==> config.mk <==
export PLATFORM = sky130hd
export DESIGN_NAME = program_loader
export DESIGN_NICKNAME = d
export VERILOG_FILES = /design/src/rtl/loader_pkg.sv /design/src/rtl/dump_reader.sv /design/src/rtl/program_loader.sv
export SDC_FILE = /design/constraint.sdc
export NUM_CORES = 1
export LEC_CHECK = 0
export BUFFER_PORTS_ARGS = -buffer_cell sky130_fd_sc_hd__buf_2
export CORE_AREA = 2 2 131 133
export DETAILED_ROUTE_END_ITERATION = 10
export DIE_AREA = 0 0 133 135
export PLACE_DENSITY = 0.7
export SLEW_MARGIN = 20
export SYNTH_ARGS = -nofsm -noshare
export SYNTH_HDL_FRONTEND = slang
export SYNTH_SLANG_ARGS = --single-unit
==> constraint.sdc <==
create_clock -name clk -period 3.6 [get_ports clk]
set_input_delay 0.36 -clock clk [delete_from_list [all_inputs] [get_ports clk]]
set_output_delay 0.36 -clock clk [all_outputs]
set_load 0.02 [all_outputs]
==> src/rtl/loader_pkg.sv <==
// Shared types and constants for the program loader and its dump reader.
package loader_pkg;

  typedef enum logic [2:0] {
    StIdle,
    StLoad,
    StRun,
    StDumpReq,
    StDumpWait,
    StDumpSend
  } loader_state_t;

  localparam int unsigned ErrOverflowBit = 0;
  localparam int unsigned ErrTimeoutBit  = 1;
  localparam int unsigned WORD_BYTES     = 4;

endpackage

==> src/rtl/dump_reader.sv <==
// Walks a window of data BRAM and streams it to the host, one word per request/wait/send cycle.
module dump_reader
  import loader_pkg::*;
#(
  parameter int unsigned      WIDTH      = 32,
  parameter logic [WIDTH-1:0] DUMP_BASE  = '0,
  parameter int unsigned      DUMP_WORDS = 16
) (
  input  logic             clk_i,
  input  logic             rst_ni,
  input  logic             start_i,
  input  logic [WIDTH-1:0] dm_rdata_i,
  input  logic             m_ready_i,
  output logic             m_valid_o,
  output logic             m_last_o,
  output logic [WIDTH-1:0] m_data_o,
  output logic [WIDTH-1:0] dm_addr_o,
  output logic             finish_o
);

  localparam int unsigned IdxW = (DUMP_WORDS > 1) ? $clog2(DUMP_WORDS) : 1;

  loader_state_t   phase;
  logic [IdxW-1:0] idx;
  logic            mValidQ;
  logic            mLastQ;
  logic [WIDTH-1:0] mDataQ;
  logic            isLast;

  assign isLast    = (idx == IdxW'(DUMP_WORDS - 1));
  assign dm_addr_o = DUMP_BASE + WIDTH'(idx) * WIDTH'(WORD_BYTES);
  assign finish_o  = mValidQ && m_ready_i && mLastQ;
  assign m_valid_o = mValidQ;
  assign m_last_o  = mLastQ;
  assign m_data_o  = mDataQ;

  always_ff @(posedge clk_i or negedge rst_ni) begin
    if (!rst_ni) begin
      phase   <= StIdle;
      idx     <= '0;
      mValidQ <= 1'b0;
      mLastQ  <= 1'b0;
      mDataQ  <= '0;
    end else begin
      unique case (phase)
        StIdle: begin
          if (start_i) begin
            phase <= StDumpReq;
            idx   <= '0;
          end
        end
        StDumpReq: phase <= StDumpWait;
        StDumpWait: begin
          // Address was presented last cycle, so read data is valid now.
          mDataQ  <= dm_rdata_i;
          mValidQ <= 1'b1;
          mLastQ  <= isLast;
          phase   <= StDumpSend;
        end
        StDumpSend: begin
          if (m_ready_i) begin
            mValidQ <= 1'b0;
            mLastQ  <= 1'b0;
            if (isLast) begin
              phase <= StIdle;
            end else begin
              idx   <= idx + 1'b1;
              phase <= StDumpReq;
            end
          end
        end
        default: phase <= StIdle;
      endcase
    end
  end

endmodule

==> src/rtl/program_loader.sv <==
// Host-side loader: streams a program into instruction BRAM, runs the core, dumps data BRAM.
module program_loader
  import loader_pkg::*;
#(
  parameter int unsigned      WIDTH      = 32,
  parameter int unsigned      IM_DEPTH   = 1024,
  parameter logic [WIDTH-1:0] DUMP_BASE  = '0,
  parameter int unsigned      DUMP_WORDS = 16,
  parameter int unsigned      MAX_CYCLES = 32'd1 << 20
) (
  input  logic             clk,
  input  logic             rst,
  input  logic             s_valid,
  output logic             s_ready,
  input  logic             s_last,
  input  logic [WIDTH-1:0] s_data,
  output logic             m_valid,
  input  logic             m_ready,
  output logic             m_last,
  output logic [WIDTH-1:0] m_data,
  output logic             cpu_rst,
  input  logic [WIDTH-1:0] cpu_im_addr,
  input  logic             cpu_dm_we,
  input  logic [WIDTH-1:0] cpu_dm_addr,
  input  logic [WIDTH-1:0] cpu_dm_wdata,
  input  logic             cpu_done,
  output logic             im_we,
  output logic [WIDTH-1:0] im_addr,
  output logic [WIDTH-1:0] im_wdata,
  output logic             dm_we,
  output logic [WIDTH-1:0] dm_addr,
  output logic [WIDTH-1:0] dm_wdata,
  input  logic [WIDTH-1:0] dm_rdata,
  output logic             busy,
  output logic             err_overflow,
  output logic             err_timeout
);

  localparam int unsigned CntW = $clog2(IM_DEPTH + 1);
  localparam int unsigned RunW = (MAX_CYCLES > 1) ? $clog2(MAX_CYCLES) : 1;

  loader_state_t    state;
  logic [CntW-1:0]  wordCnt;
  logic [RunW-1:0]  runCnt;
  logic             sReadyQ;
  logic             cpuRstQ;
  logic             imWeQ;
  logic [WIDTH-1:0] imAddrQ;
  logic [WIDTH-1:0] imWdataQ;
  logic [1:0]       errQ;

  logic             sHs;
  logic             coreActive;
  logic             loadFull;
  logic             runTimeout;
  logic             runExit;
  logic             dumpStart;
  logic             dumpFinish;
  logic [WIDTH-1:0] dumpAddr;

  assign sHs        = s_valid && sReadyQ;
  // First RUN cycle still holds the core in reset while the final program word lands.
  assign coreActive = (state == StRun) && !cpuRstQ;
  assign loadFull   = (wordCnt >= CntW'(IM_DEPTH));
  assign runTimeout = (runCnt == RunW'(MAX_CYCLES - 1));
  assign runExit    = coreActive && (cpu_done || runTimeout);
  assign dumpStart  = runExit ||
                      ((state == StLoad) && sHs && s_last && (errQ[ErrOverflowBit] || loadFull));

  always_ff @(posedge clk or negedge rst) begin
    if (!rst) begin
      state    <= StIdle;
      wordCnt  <= '0;
      runCnt   <= '0;
      sReadyQ  <= 1'b0;
      cpuRstQ  <= 1'b1;
      imWeQ    <= 1'b0;
      imAddrQ  <= '0;
      imWdataQ <= '0;
      errQ     <= '0;
    end else begin
      imWeQ <= 1'b0;
      unique case (state)
        StIdle: begin
          sReadyQ <= 1'b1;
          cpuRstQ <= 1'b1;
          if (sHs) begin
            errQ     <= '0;
            imWeQ    <= 1'b1;
            imAddrQ  <= '0;
            imWdataQ <= s_data;
            wordCnt  <= CntW'(1);
            if (s_last) begin
              state   <= StRun;
              sReadyQ <= 1'b0;
            end else begin
              state <= StLoad;
            end
          end
        end
        StLoad: begin
          if (sHs) begin
            if (loadFull) begin
              errQ[ErrOverflowBit] <= 1'b1;
            end else begin
              imWeQ    <= 1'b1;
              imAddrQ  <= WIDTH'(wordCnt) * WIDTH'(WORD_BYTES);
              imWdataQ <= s_data;
              wordCnt  <= wordCnt + 1'b1;
            end
            if (s_last) begin
              sReadyQ <= 1'b0;
              state   <= dumpStart ? StDumpReq : StRun;
            end
          end
        end
        StRun: begin
          sReadyQ <= 1'b0;
          if (runExit) begin
            state   <= StDumpReq;
            cpuRstQ <= 1'b1;
            if (!cpu_done) errQ[ErrTimeoutBit] <= 1'b1;
          end else begin
            cpuRstQ <= 1'b0;
            runCnt  <= coreActive ? runCnt + 1'b1 : '0;
          end
        end
        // The top parks in StDumpReq while dump_reader steps through its own phases.
        StDumpReq, StDumpWait, StDumpSend: begin
          if (dumpFinish) begin
            state   <= StIdle;
            sReadyQ <= 1'b1;
          end
        end
        default: state <= StIdle;
      endcase
    end
  end

  dump_reader #(
    .WIDTH     (WIDTH),
    .DUMP_BASE (DUMP_BASE),
    .DUMP_WORDS(DUMP_WORDS)
  ) u_dump_reader (
    .clk_i     (clk),
    .rst_ni    (rst),
    .start_i   (dumpStart),
    .dm_rdata_i(dm_rdata),
    .m_ready_i (m_ready),
    .m_valid_o (m_valid),
    .m_last_o  (m_last),
    .m_data_o  (m_data),
    .dm_addr_o (dumpAddr),
    .finish_o  (dumpFinish)
  );

  assign s_ready      = sReadyQ;
  assign cpu_rst      = cpuRstQ;
  assign busy         = (state != StIdle);
  assign err_overflow = errQ[ErrOverflowBit];
  assign err_timeout  = errQ[ErrTimeoutBit];

  assign im_we    = imWeQ;
  assign im_addr  = coreActive ? cpu_im_addr : imAddrQ;
  assign im_wdata = imWdataQ;
  assign dm_we    = coreActive && cpu_dm_we;
  assign dm_addr  = coreActive ? cpu_dm_addr : ((state == StDumpReq) ? dumpAddr : '0);
  assign dm_wdata = coreActive ? cpu_dm_wdata : '0;

endmodule

==> results of run 1 <==
## metal layers
layer  vias to the layer above  wire (um)
met4                         0        734
met5                         -          0
met2                       248      10000
li1                       3029          -
met3                        28       1450
met1                      2984       8300
## layout make-up
cell class	count	area [um2]	share of cell area (%)
multi-input cells	503	2960	34.1
well taps	220	275	3.17
flip-flops and latches	122	3050	35.2
repair buffers	345	1770	20.4
inverters	19	71.3	0.821
clock inverters	14	126	1.46
clock buffers	17	425	4.90
## how the worst max path moves through the flow
stage,startpoint,end,cells past startpoint
after floorplan,cpu_rst$_DFFE_PN1P_,im_addr[10],7
after global placement,runCnt[9]$_DFFE_PN0P_,state[0]$_DFFE_PN0P_,5
after detailed placement,runCnt[9]$_DFFE_PN0P_,state[1]$_DFFE_PN0P_,5
after CTS,cpu_rst$_DFFE_PN1P_,im_addr[4],6
after global routing,cpu_rst$_DFFE_PN1P_,im_addr[6],6
final,cpu_rst$_DFFE_PN1P_,im_addr[4],6
## cell usage in the layout (no fill, tap or decap), types with 4 or more instances in the layout
master                       Yosys  routed
sky130_fd_sc_hd__o21ai_0         7       7
sky130_fd_sc_hd__a22oi_1         4       4
sky130_fd_sc_hd__buf_4           0       9
sky130_fd_sc_hd__dfrtp_1       121     121
sky130_fd_sc_hd__a21oi_1        16      16
sky130_fd_sc_hd__nor2b_1         5       5
sky130_fd_sc_hd__clkbuf_16       0      17
sky130_fd_sc_hd__o211ai_1        4       4
sky130_fd_sc_hd__nand4_1         8       8
sky130_fd_sc_hd__nor4_1          6       6
sky130_fd_sc_hd__a21o_1          6       6
sky130_fd_sc_hd__a22o_1         10      10
sky130_fd_sc_hd__o2bb2ai_1       5       5
sky130_fd_sc_hd__or4_1           5       5
sky130_fd_sc_hd__inv_1          18      18
sky130_fd_sc_hd__buf_2           1     334
sky130_fd_sc_hd__mux2_2         32      32
sky130_fd_sc_hd__mux2i_1         6       6
sky130_fd_sc_hd__and3_1         89      89
sky130_fd_sc_hd__a211oi_1        4       4
sky130_fd_sc_hd__a31oi_1         6       6
sky130_fd_sc_hd__or3_1           4       4
sky130_fd_sc_hd__clkinvlp_4      0       5
sky130_fd_sc_hd__and2_1          4       4
sky130_fd_sc_hd__nand2_1       168     168
sky130_fd_sc_hd__ha_1            7       6
sky130_fd_sc_hd__nand3_1        22      22
sky130_fd_sc_hd__nor2_1         32      31
sky130_fd_sc_hd__nor3_1         15      15
sky130_fd_sc_hd__xnor2_1         7       7
## timing repair
| item | 4_1_cts | 5_1_grt |
|---|---|---|
| hold buffers | 1 | 0 |
| hold endpoints to repair | 37 | 0 |
| setup buffers | 0 | 0 |
## logic make-up after synthesis
family / after synthesis / synth area share, %
AND/OR/NAND/NOR: 369 / 28.6
flip-flops: 122 / 48.9
AO/OA/AOI/OAI: 78 / 8.97
buffers and inverters: 64 / 3.86
multiplexers: 40 / 7.09
XOR/XNOR: 9 / 1.26
adder cells (fa/ha/maj): 7 / 1.40
## sequential cells by signal, summed over array words and instances (netlist names)
signal	count
im_we	1
u_dump_reader.phase	3
u_dump_reader.m_data_o	32
u_dump_reader.idx	4
u_dump_reader.m_last_o	1
im_wdata	32
runCnt	20
wordCnt	11
errQ	2
u_dump_reader.m_valid_o	1
state	2
s_ready	1
cpu_rst	1
imAddrQ	11
## through the flow
step | instance area [um2] | power (mW) | std cells | setup slack (ps)
2_1_floorplan | 6250 | 4.40 | 689 | 1160
3_3_place_gp | 8120 | 5.49 | 1208 | 1230
3_5_place_dp | 8120 | 5.55 | 1208 | 1200
4_1_cts | 8680 | 7.16 | 1240 | 838
5_1_grt | 8680 | 7.56 | 1240 | 672
6_report | 8680 | 7.10 | 1240 | 856
## power by group through the flow
stage / logic (mW) / clock network [mW] / registers [mW]
final: 3.27 / 1.59 / 2.24
after global routing: 3.57 / 1.68 / 2.32
after CTS: 3.30 / 1.62 / 2.25
after detailed placement: 3.30 / 0 / 2.25
after global placement: 3.25 / 0 / 2.24
after floorplan: 1.77 / 0 / 2.63
## synth_stat cells (7+ instances only)
master	instances
sky130_fd_sc_hd__nor3_1	15
sky130_fd_sc_hd__clkbuf_1	40
sky130_fd_sc_hd__inv_1	18
sky130_fd_sc_hd__a21oi_1	16
sky130_fd_sc_hd__o21ai_0	7
sky130_fd_sc_hd__and3_1	89
sky130_fd_sc_hd__ha_1	7
sky130_fd_sc_hd__nand2_1	168
sky130_fd_sc_hd__mux2_2	32
sky130_fd_sc_hd__dfrtp_1	121
sky130_fd_sc_hd__nand4_1	8
sky130_fd_sc_hd__xnor2_1	7
sky130_fd_sc_hd__nor2_1	32
sky130_fd_sc_hd__a22o_1	10
sky130_fd_sc_hd__nand3_1	22
## worst register-to-register path, stage by stage, from the launching register on
cell and delay [ps]:
sky130_fd_sc_hd__dfrtp_1 420, sky130_fd_sc_hd__nand4_2 190, sky130_fd_sc_hd__or3_1 500, sky130_fd_sc_hd__or4_4 530
sky130_fd_sc_hd__a311oi_2 310, sky130_fd_sc_hd__mux2_1 350
==> results summary, run 1 <==
The layout-stage area growth over the synthesis result is 38.9%. The count of port buffers added during placement came out at 335. The number of warnings reported in the yosys synthesis log is 0.

CTS placed an instance of sky130_fd_sc_hd__clkbuf_16 at the clock tree root. The worst path uses 76.2% of the clock period. In the global route stage, met1 resource usage came out at 26.8%. The count of cells along the worst hold path came out at 3. The internal power of the cells totals 4.00 mW.

The number of setup violations in the final report is 0. Global routing finished with a remaining overflow of 0. The layout has 1,556 filler cells. The switching power is 3.11 mW. The largest individual stage delay along the critical path comes from the cell sky130_fd_sc_hd__dfstp_2. The estimated wirelength of the detail-placed design came out at 15.3 mm. Global routing used 5.93% of the available met3 tracks. The full die area came out at 18,000 um2. The sequential share of power is 31.6%. The worst hold path belongs to the class in -> reg.

On the critical path the largest part of the delay comes from flip-flops. The first detailed-routing pass took 4 iterations. The worst-case reg-to-reg path depth is 5. The final hold violation count was 0.

Static timing analysis puts the maximum clock frequency at 364 MHz. The post-cts repair resize count came out at 0. The pin slew with the least headroom to its limit came out at 974 ps. After floorplanning, the core was divided into 47 placement rows. In this run the worst path has a maximum fanout of 30. The starting density of the core came out at 38.1%.

The clock latency on the worst-skew pair came out at 410 ps. The met2 track utilization from global routing is 37.7%. The final weighted congestion in routability-driven placement came out at 0.817. The worst path buffer plus inverter count came out at 3.

The number of synthesized register bits came out at 122. The first global-routing pass estimated 31.3 mm of wire. The cell type with the largest total area after synthesis is sky130_fd_sc_hd__dfrtp_1.

The proportion of netlist area held by the largest area contributor is 48.4%. The combined global-route utilization of all metal layers is 22.4%. The die is 133 um wide. In this run the most critical hold path is launched from s_data[5]. The synthesized area per cell is 9.07 um2. The max-slew violation count is 0. The count of different cell masters after synthesis came out at 52.

On the final layout, the worst hold slack is 131 ps. The CTS sink count came out at 122. The worst supply voltage drop on vdd is 0.529 mV. The worst hold path terminates at im_wdata[5]$_DFFE_PN0P_.

The leakage dissipation came out at 4.96 nW. The post-route clock skew is 8.33 ps. Summing the sequential cell areas from Yosys gives 48.9% of the chip area. Among the stages of the critical path, the cell type that occurs most often is sky130_fd_sc_hd__nand2_1.

Net switching is 43.7% of the power. The remaining routing DRC violations is 0. For this design the ratio of total power to cell area is 818 nW/um2. The power share of the clock group came out at 22.3%. For this design the top-level I/O count stands at 336. The global routing stage identified its most utilized layer as met2. In this run the critical register-to-register path is captured at state[1]$_DFFE_PN0P_. The required time reported for the critical path endpoint came out at 3240 ps. For this run, the slowest stage of the critical path takes 780 ps. The post-synthesis instance total is 689. The worst setup path is launched from a register. The wire length per cell after detailed routing came out at 16.5 um. The tool flagged a number of max-cap violations equal to 0. The synthesized netlist net count came out at 863. The total inserted antenna cells is 0. The wire length reported by the detailed router is 20.5 mm. The share of synthesized flip-flops with an asynchronous set or reset came out at 100%.

The placeable core area came out at 16,400 um2. The final core utilization came out at 52.9%. The primary flip-flop cell chosen by synthesis mapping is sky130_fd_sc_hd__dfrtp_1. The data arrival time of the critical path came out at 2380 ps. The number of CTS-inserted buffers is 17. The number of antenna violations at the first check in global routing is 0. The combinational group share of total power came out at 46.1%. The number of enable-type register cells in the synthesized netlist is 0. The number of nets in the layout is 1,182. The post-route antenna net violation count came out at 0. The share of cells above drive strength 1 came out at 40.8%. The H-tree was split into 4 levels. The via density per instance came out at 5.07.

Clock-pin slew was measured on the worst setup and hold paths at 60 ps. The worst register-to-register path begins at runCnt[9]$_DFFE_PN0P_. The setup check on the worst reg-to-reg path leaves a slack of 1170 ps.

The run finished with clean final reports. The maximum number of buffers from clock root to sink came out at 2. The synthesized area is 6250 um2.

The TritonCTS clock tree is built. The total vias in the final route is 6,289. By area the synthesized netlist is led by sky130_fd_sc_hd__dfrtp_1 48%, sky130_fd_sc_hd__nand2_1 10%, sky130_fd_sc_hd__and3_1 8.9%, sky130_fd_sc_hd__mux2_2 5.8%, sky130_fd_sc_hd__clkbuf_1 2.4%. The total negative setup slack is 0 ps. The number of global-route vias before repair came out at 5,919. Setup repair after global routing left no endpoint under its margin. The worst max-slew margin expressed relative to the limit came out at 34.2%. The worst path in the final design needs a cycle of 2740 ps, including I/O delays and setup.

Traced cell by cell, the critical path runs through inv_2, nand2_1, buf_4, nand2_1, nand2_1, buf_2. The type of the worst setup path is reg -> out. Entering global routing, the biggest net connects 87 pins.

The starting DRC count in detailed routing came out at 313. The kind of end point of the critical path is a primary output. From bottom edge to top edge, the die measures 135 um.
Note: power is estimated with default switching activity, not from simulation.
==> run 2: changes to the inputs <==
- ABC_AREA: unset -> 1
- CORE_AREA: 2 2 131 133 -> 2 2 132 134
- DIE_AREA: 0 0 133 135 -> 0 0 134 136
- PLACE_DENSITY: 0.7 -> 0.73
- clock period: 3.6 -> 2.5 ns (I/O delays scaled with it)
==> run 2 against run 1 <==
Against the previous run:
- count of clock-buffer cells in the layout up 4
- critical endpoint is now dm_wdata[10]
- via count up 0.78%
- first-iteration DRC count down 5.8%
- worst hold slack worse by 93 ps
- synthesized cell count up 19%
- final cell count up 12%
- register-to-register slack worse by 810 ps
==> results summary, run 2 <==
The hold slack is 38.3 ps. The multi-input logic area is 2680 um2. For this design the static power due to leakage is 5.12 nW. For this run, design rule violations remaining after detail routing come to 0. Counting every instance in the synthesized netlist gives 820. The count of different cell masters after synthesis came out at 39.

Once detailed placement completed, the half-perimeter wirelength came to 14.2 mm. The synthesized netlist net count came out at 994. Setup repair after global routing left no endpoint under its margin. The synthesized area per cell is 7.82 um2. The routed design has 18.4 mm of wire. In this run the worst hold path is classified as in -> reg.

The count of fill cells added during filler insertion came out at 1,615. The starting DRC count in detailed routing is 295. The total inserted antenna cells came out at 0.

For the final routed database, the setup TNS stands at 0 ps. The global route total overflow came out at 0. The final hold violation count is 0. Leaving out fill and tap cells, the most frequent cells in the layout are 333 x sky130_fd_sc_hd__buf_2, 203 x sky130_fd_sc_hd__nand2_1, 143 x sky130_fd_sc_hd__inv_1, 127 x sky130_fd_sc_hd__nor2_1, 121 x sky130_fd_sc_hd__dfrtp_1. The launch point of the critical path is state[0]$_DFFE_PN0P_.

The pin count of the biggest net entering global routing came out at 46. The wire length of the first global-routing pass came out at 28.4 mm. The data arrival time of the critical path came out at 2090 ps. The sequential share of power is 32.0%. The wire length per cell after detailed routing came out at 13.2 um. The flow ran to the end, and the final reports show no timing, DRC or antenna violations. The die covers 18,200 um2. The worst-case IR drop observed on VDD is 0.654 mV. The root buffer cell is sky130_fd_sc_hd__clkbuf_16. The TritonCTS clock tree is built. Across the whole layout, storage elements account for 3050 um2. The number of iterations in the first detailed-routing pass came out at 4. The worst max-slew margin expressed relative to the limit is 60.5%. Summed over its instances, the top area cell type makes up 47.2% of the synthesized netlist area. The critical path launch point type is a register. The synthesized netlist occupies a cell area of 6410 um2. The total vias in the final route came out at 6,338. The number of synthesized register bits came out at 122. Port buffering added 335 buffers.

Dividing the detail-routed via count by the number of cells gives 4.55. Data on the critical path is required at its endpoint by 2250 ps. The deepest level of the CTS H-tree came out at 4. The share of cells above drive strength 1 came out at 37.2%. The final critical-path share of the clock period is 93.6%. Along the worst path, the maximum fanout reaches 44. The kind of end point of the critical path is a primary output. The largest total area in the synthesized netlist belongs to sky130_fd_sc_hd__dfrtp_1. Clock tree synthesis inserted a total of 17 buffers. The most repeated cell in the gate-level netlist after synthesis is sky130_fd_sc_hd__nand2_1. In the synthesized netlist the async set-or-reset flop fraction comes to 100%. The critical path is of the reg -> out type. The clock slew seen by the registers of the worst setup and hold paths is 50 ps.

The worst-path cell with the longest stage delay is sky130_fd_sc_hd__dfrtp_1. The number of enable-type register cells in the synthesized netlist is 0. The clock latency on the worst-skew pair is 410 ps. Counting along the longest clock path gives a buffer depth of 2. During I/O placement, the number of pins put on the boundary was 336.

The cell-internal power is 5.61 mW. The library cell used most frequently in the layout, excluding fill and tap cells, is sky130_fd_sc_hd__buf_2. Global routing used 19.7% of the available tracks. The critical path goes through inv_1, ha_4, inv_1, nor2_4, inv_6, buf_12, nor2_1, buf_2. By area the synthesized netlist is led by sky130_fd_sc_hd__dfrtp_1 47%, sky130_fd_sc_hd__nand2_1 12%, sky130_fd_sc_hd__inv_1 8.4%, sky130_fd_sc_hd__nor2_1 7.4%, sky130_fd_sc_hd__mux2_2 5.6%. Excluding fillers, the count of instances in the completed layout stands at 1,392. The worst path buffer plus inverter count is 5. The number of antenna violations at the first check in global routing came to 0. Dividing total power by cell area gives a power density of 1090 nW/um2.

The initialized floorplan defines 48 standard-cell rows. The area growth from synthesis to layout is 39.2%. The post-route antenna net violation count came out at 0.

On the critical path the largest part of the delay comes from buffers and inverters. The dominant cell type by count on the critical path is sky130_fd_sc_hd__inv_1. The number of nets in the layout is 1,331.

The combinational group share of total power is 44.9%. Sorting the synthesized cells by how often they occur yields 203 x sky130_fd_sc_hd__nand2_1, 144 x sky130_fd_sc_hd__inv_1, 127 x sky130_fd_sc_hd__nor2_1. The horizontal die dimension is 134 um. The starting density of the core came out at 38.0%. The number of warnings reported in the yosys synthesis log is 0. The number of global-route vias before repair is 5,986. The tool flagged a number of max-cap violations equal to 0.

For this run, the leading register cell type out of synthesis is sky130_fd_sc_hd__dfrtp_1. The proportion of synthesized chip area in sequential cells came out at 47.6%. In this run the most critical hold path is launched from s_data[15]. The max-slew violation count was 0.

The startpoint identified for the worst register-to-register timing path is state[1]$_DFFE_PN0P_. The final weighted congestion in routability-driven placement is 0.873. The power share of the clock group is 23.1%.

The clock period could shrink to 2340 ps. Including well taps, the total number of placed cells is 1,362. After floorplanning, the core was sized to cover 16,900 um2.

The switching power came out at 4.08 mW. From bottom edge to top edge, the die measures 136 um. The pin slew with the least headroom to its limit came out at 592 ps. The CTS sink count came out at 122.

The post-route clock skew came out at 5.24 ps. The number of setup violations in the final report is 0. The timing-limited maximum frequency came out at 427 MHz. The largest stage delay on the critical path came out at 410 ps. The switching share of power came out at 42.1%.
==> run 2: cell type report <==
class                      instances  share of cell area, %
inverter                         146                   6.23
clock inverter                     8                  0.813
timing repair buffer             347                   20.3
multi-input combinational        523                   30.0
clock buffer                      21                   5.27
tap                              225                   3.15
sequential                       122                   34.2
==> run 2: worst min-delay path, stage by stage <==
cell and delay, ps:
sky130_fd_sc_hd__buf_2 70, sky130_fd_sc_hd__nand2_1 40, sky130_fd_sc_hd__nand2_1 50
==> run 2: stage by stage <==
| step | power [mW] | utilization [%] | worst slack, ps | instance area, um2 |
|---|---|---|---|---|
| 4_1_cts | 9.75 | 52.7 | -35.3 | 8890 |
| 3_5_place_dp | 7.44 | 49.4 | 312 | 8330 |
| 6_report | 9.69 | 52.9 | 160 | 8920 |
| 2_1_floorplan | 5.96 | - | 466 | 6410 |
| 5_1_grt | 10.4 | 52.9 | 7.62 | 8920 |
| 3_3_place_gp | 7.35 | 49.4 | 406 | 8330 |
==> run 2: repair_timing <==
action	in CTS	in global routing
hold buffers	1	0
endpoints found under the hold margin	41	0
buffers inserted	0	0
setup endpoints to repair	68	82
gates resized for setup	1	10
==> run 2: final timing paths <==
kind | endpoint | slack, ps | depth (start not counted)
worst max-delay path | dm_wdata[10] | 160 | 8
worst min-delay path | im_wdata[15]$_DFFE_PN0P_ | 40 | 3
worst max register to register | wordCnt[7]$_DFFE_PN0P_ | 360 | 11
worst min register to register | im_wdata[28]$_DFFE_PN0P_ | 460 | 2
max in group asynchronous | cpu_rst$_DFFE_PN1P_ | 1370 | 3
min in group asynchronous | im_wdata[13]$_DFFE_PN0P_ | 400 | 2
==> run 2: kinds of logic (layout without fill, tap and decap cells) <==
kind of cell	after synthesis	after routing	synth area share, %
AOI/OAI and AO/OA	72	72	6.79
xor gates and xnor gates	13	13	1.78
adders and majority gates	7	7	1.37
buffers and inverters	175	522	10.9
DFF	122	122	47.6
muxes	32	32	5.62
and+or+nand+nor	399	399	25.9
==> run 2: routing by layer <==
metal / track usage (%) / part of all wire [%]
met1: 22.4 / 39
met2: 35.7 / 52
met3: 6.23 / 7.8
met4: 5.50 / 1.2
met5: 0 / 0
==> run 2: power by group through the flow <==
stage | clock network, mW | logic, mW | registers [mW]
after CTS | 2.31 | 4.35 | 3.09
final | 2.24 | 4.35 | 3.10
after global routing | 2.40 | 4.77 | 3.18
after floorplan | 0 | 2.21 | 3.75
after detailed placement | 0 | 4.35 | 3.09
after global placement | 0 | 4.27 | 3.09
==> run 3: changes to the inputs <==
- CORE_AREA: 2 2 132 134 -> unset
- CORE_ASPECT_RATIO: unset -> 1.25
- CORE_MARGIN: unset -> 2
- CORE_UTILIZATION: unset -> 35
- CTS_CLUSTER_DIAMETER: unset -> 80
- DIE_AREA: 0 0 134 136 -> unset
- PLACE_DENSITY: 0.73 -> unset
- PLACE_DENSITY_LB_ADDON: unset -> 0.25
==> run 3 against run 2 <==
Against the previous run:
- global-route usage decreased by 2.1 points
- via count fell by 0.60%
- count of clock-buffer cells in the layout shrank 3
- critical path depth stayed put
- core utilization down 3.4 points
- fmax down 0.96%
- setup slack got worse by 23 ps
- final cell count grew 0.43%
- critical path type unchanged
- largest cell class unchanged
- highest routed layer is now met5
==> results summary, run 3 (synthesis gave the netlist of run 2 again) <==
The wire length of the first global-routing pass is 27.8 mm. The critical path is of the reg -> out type. The combinational group share of total power is 44.9%.

STA classifies the critical path endpoint as a primary output. Clock-pin slew was measured on the worst setup and hold paths at 60 ps. The sequential share of power is 31.9%. The clock period minus final worst setup slack is 2360 ps. The floorplan step defined a die boundary enclosing 19,400 um2. For this design the total switching power over the nets is 4.18 mW. The setup slack on the worst flop-to-flop path is 300 ps. The end of the worst register-to-register path is im_wdata[23]$_DFFE_PN0P_. The via density per instance came out at 4.51. The total negative setup slack came out at 0 ps. The library cell used most frequently in the layout, excluding fill and tap cells, is sky130_fd_sc_hd__buf_2. The switching share of power is 43.3%. The number of antenna violations at the first check in global routing came out at 2. The internal power of the cells totals 5.48 mW. The launch point of the critical path is state[0]$_DFFE_PN0P_. The max-slew violation count is 0. The final critical path takes up 94.5% of the cycle.

The number of CTS-inserted buffers came out at 17. Entering global routing, the biggest net connects 70 pins. The worst-case reg-to-reg path depth is 10. IR analysis of the VDD net gives a maximum drop of 0.556 mV. In the final design database the tool counted 1,330 nets.

The remaining routing DRC violations is 0. The worst setup path is launched from a register. The final hold violation count came to 0. The count of port buffers added during placement came out at 335. Derived from the worst setup path, the maximum achievable clock frequency is 423 MHz. The deepest level of the CTS H-tree is 4. Setup repair after global routing left no endpoint under its margin. The classification of the worst-slack hold path is in -> reg.

The number of global-route vias before repair came out at 5,826. In this run the horizontal extent of the chip is 125 um. The worst register-to-register path begins at state[1]$_DFFE_PN0P_. The minimum setup slack after placement came out at 348 ps. The total power is 9.66 mW. The clock passes through at most 2 buffers. The pin slew with the least headroom to its limit is 585 ps. The least setup slack across all paths after layout came out at 138 ps. The chip height came out at 155 um. The placeable core area is 18,000 um2. The wire length per cell after detailed routing is 12.6 um. Across every metal layer, demand over resource in global routing totals 17.6%. Wires add up to 17.6 mm. The global route total overflow came out at 0. At the worst endpoint, the arrival time is 2110 ps. The worst max-slew margin expressed relative to the limit came out at 61.0%.

The layout-stage area growth over the synthesis result is 39.3%. The flow ran to the end, and the final reports show no timing, DRC or antenna violations. The path with the worst hold slack has its endpoint at im_wdata[1]$_DFFE_PN0P_. The total of max-cap violations is 0.

The post-route antenna net violation count came out at 0. The starting DRC count in detailed routing came out at 274. The number of iterations in the first detailed-routing pass came out at 5. The required time reported for the critical path endpoint came out at 2250 ps.

In this run the count of I/O pins placed on the die edge is 336. The power share of the clock group came out at 23.3%. The total vias in the final route came out at 6,300. The final weighted congestion in routability-driven placement is 0.802.

The hold path startpoint is s_data[1]. The share of cells above drive strength 1 came out at 37.3%. The number of cell rows is 55. The number of setup violations in the final report is 0. CTS saw 122 sinks. The post-route clock skew is 9.33 ps.

In this run the static leakage power is 5.11 nW. The clock latency on the worst-skew pair came out at 410 ps. The power density relative to cell area is 1080 nW/um2. Along the worst path, the maximum fanout reaches 7. The final core utilization is 49.5%.

The count of cells along the worst hold path came out at 3. The starting density of the core came out at 35.6%. In this run the clock root is driven by a sky130_fd_sc_hd__clkbuf_16.

Buffers added to address setup during post-CTS repair amount to 0. In the layout the commonest cells are 334 x sky130_fd_sc_hd__buf_2, 203 x sky130_fd_sc_hd__nand2_1, 143 x sky130_fd_sc_hd__inv_1, 127 x sky130_fd_sc_hd__nor2_1, 121 x sky130_fd_sc_hd__dfrtp_1. The estimated wirelength of the detail-placed design came out at 13.5 mm. Counting the fill cells in the layout gives 1,810. The TritonCTS clock tree is built.
## run 3: cell types whose count changed in the layout (fill, tap and decap cells not counted), sizes merged
cell      before  now
buf          346  345
diode          0    1
clkinvlp       3    5
clkinv         5    4
clkbuf        21   18
inv          145  151
bufinv         1    0
## run 3: cell type report
cell class | count | area (um2) | share of cell area [%]
Clock inverter | 14 | 115 | 1.29
Timing Repair Buffer | 346 | 1810 | 20.3
Clock buffer | 18 | 429 | 4.81
Sequential cell | 122 | 3050 | 34.2
Antenna cell | 1 | 2.50 | 0.0280
Tap cell | 228 | 285 | 3.20
Multi-Input combinational cell | 523 | 2680 | 30.0
Inverter | 146 | 553 | 6.20
## run 3: critical path: stages, from the launching register on
cell and delay (ps):
sky130_fd_sc_hd__dfrtp_1 420, sky130_fd_sc_hd__inv_1 130, sky130_fd_sc_hd__ha_4 210, sky130_fd_sc_hd__inv_1 80, sky130_fd_sc_hd__nor2_4 140, sky130_fd_sc_hd__buf_4 180
sky130_fd_sc_hd__nand2_1 100, sky130_fd_sc_hd__o21ai_0 190, sky130_fd_sc_hd__buf_2 250
## run 3: stage by stage
step / cell area (um2) / cells / hold slack, ps
2_1_floorplan: 6410 / 820 / -45.6
3_3_place_gp: 8350 / 1364 / 296
3_5_place_dp: 8350 / 1364 / 296
4_1_cts: 8910 / 1397 / 14.1
5_1_grt: 8930 / 1398 / 16.6
6_report: 8930 / 1398 / 34.2
## run 3: layer usage
layer | vias to the layer above | global-route usage [%] | wire [um]
met1 | 2846 | 19.4 | 6800
met5 | - | 0 | 13
li1 | 3183 | - | -
met4 | 2 | 6.08 | 214
met2 | 253 | 31.8 | 9070
met3 | 16 | 6.02 | 1500
## run 3: worst max path at each step
stage                               end  slack (ps)  depth (start not counted)
6_report                     im_addr[5]         140                          8
4_1_cts                      im_addr[5]          90                          8
3_5_place_dp   im_wdata[23]$_DFFE_PN0P_         350                         10
2_1_floorplan                dm_addr[0]         470                          8
3_3_place_gp                dm_addr[22]         350                          8
5_1_grt                    dm_wdata[10]           5                          8
## run 3: power by group through the flow
stage | clock [mW] | sequential, mW | combinational, mW
floorplan | 0 | 3.75 | 2.21
global placement | 0 | 3.09 | 4.33
detailed placement | 0 | 3.09 | 4.37
CTS | 2.30 | 3.08 | 4.38
global route | 2.41 | 3.18 | 4.76
finish | 2.25 | 3.08 | 4.34
## run 3: timing repair
action,4_1_cts,5_1_grt
gates cloned,0,0
resized for setup,3,2
hold endpoints to repair,43,0
endpoints found under the setup margin,71,60
hold buffers,1,0
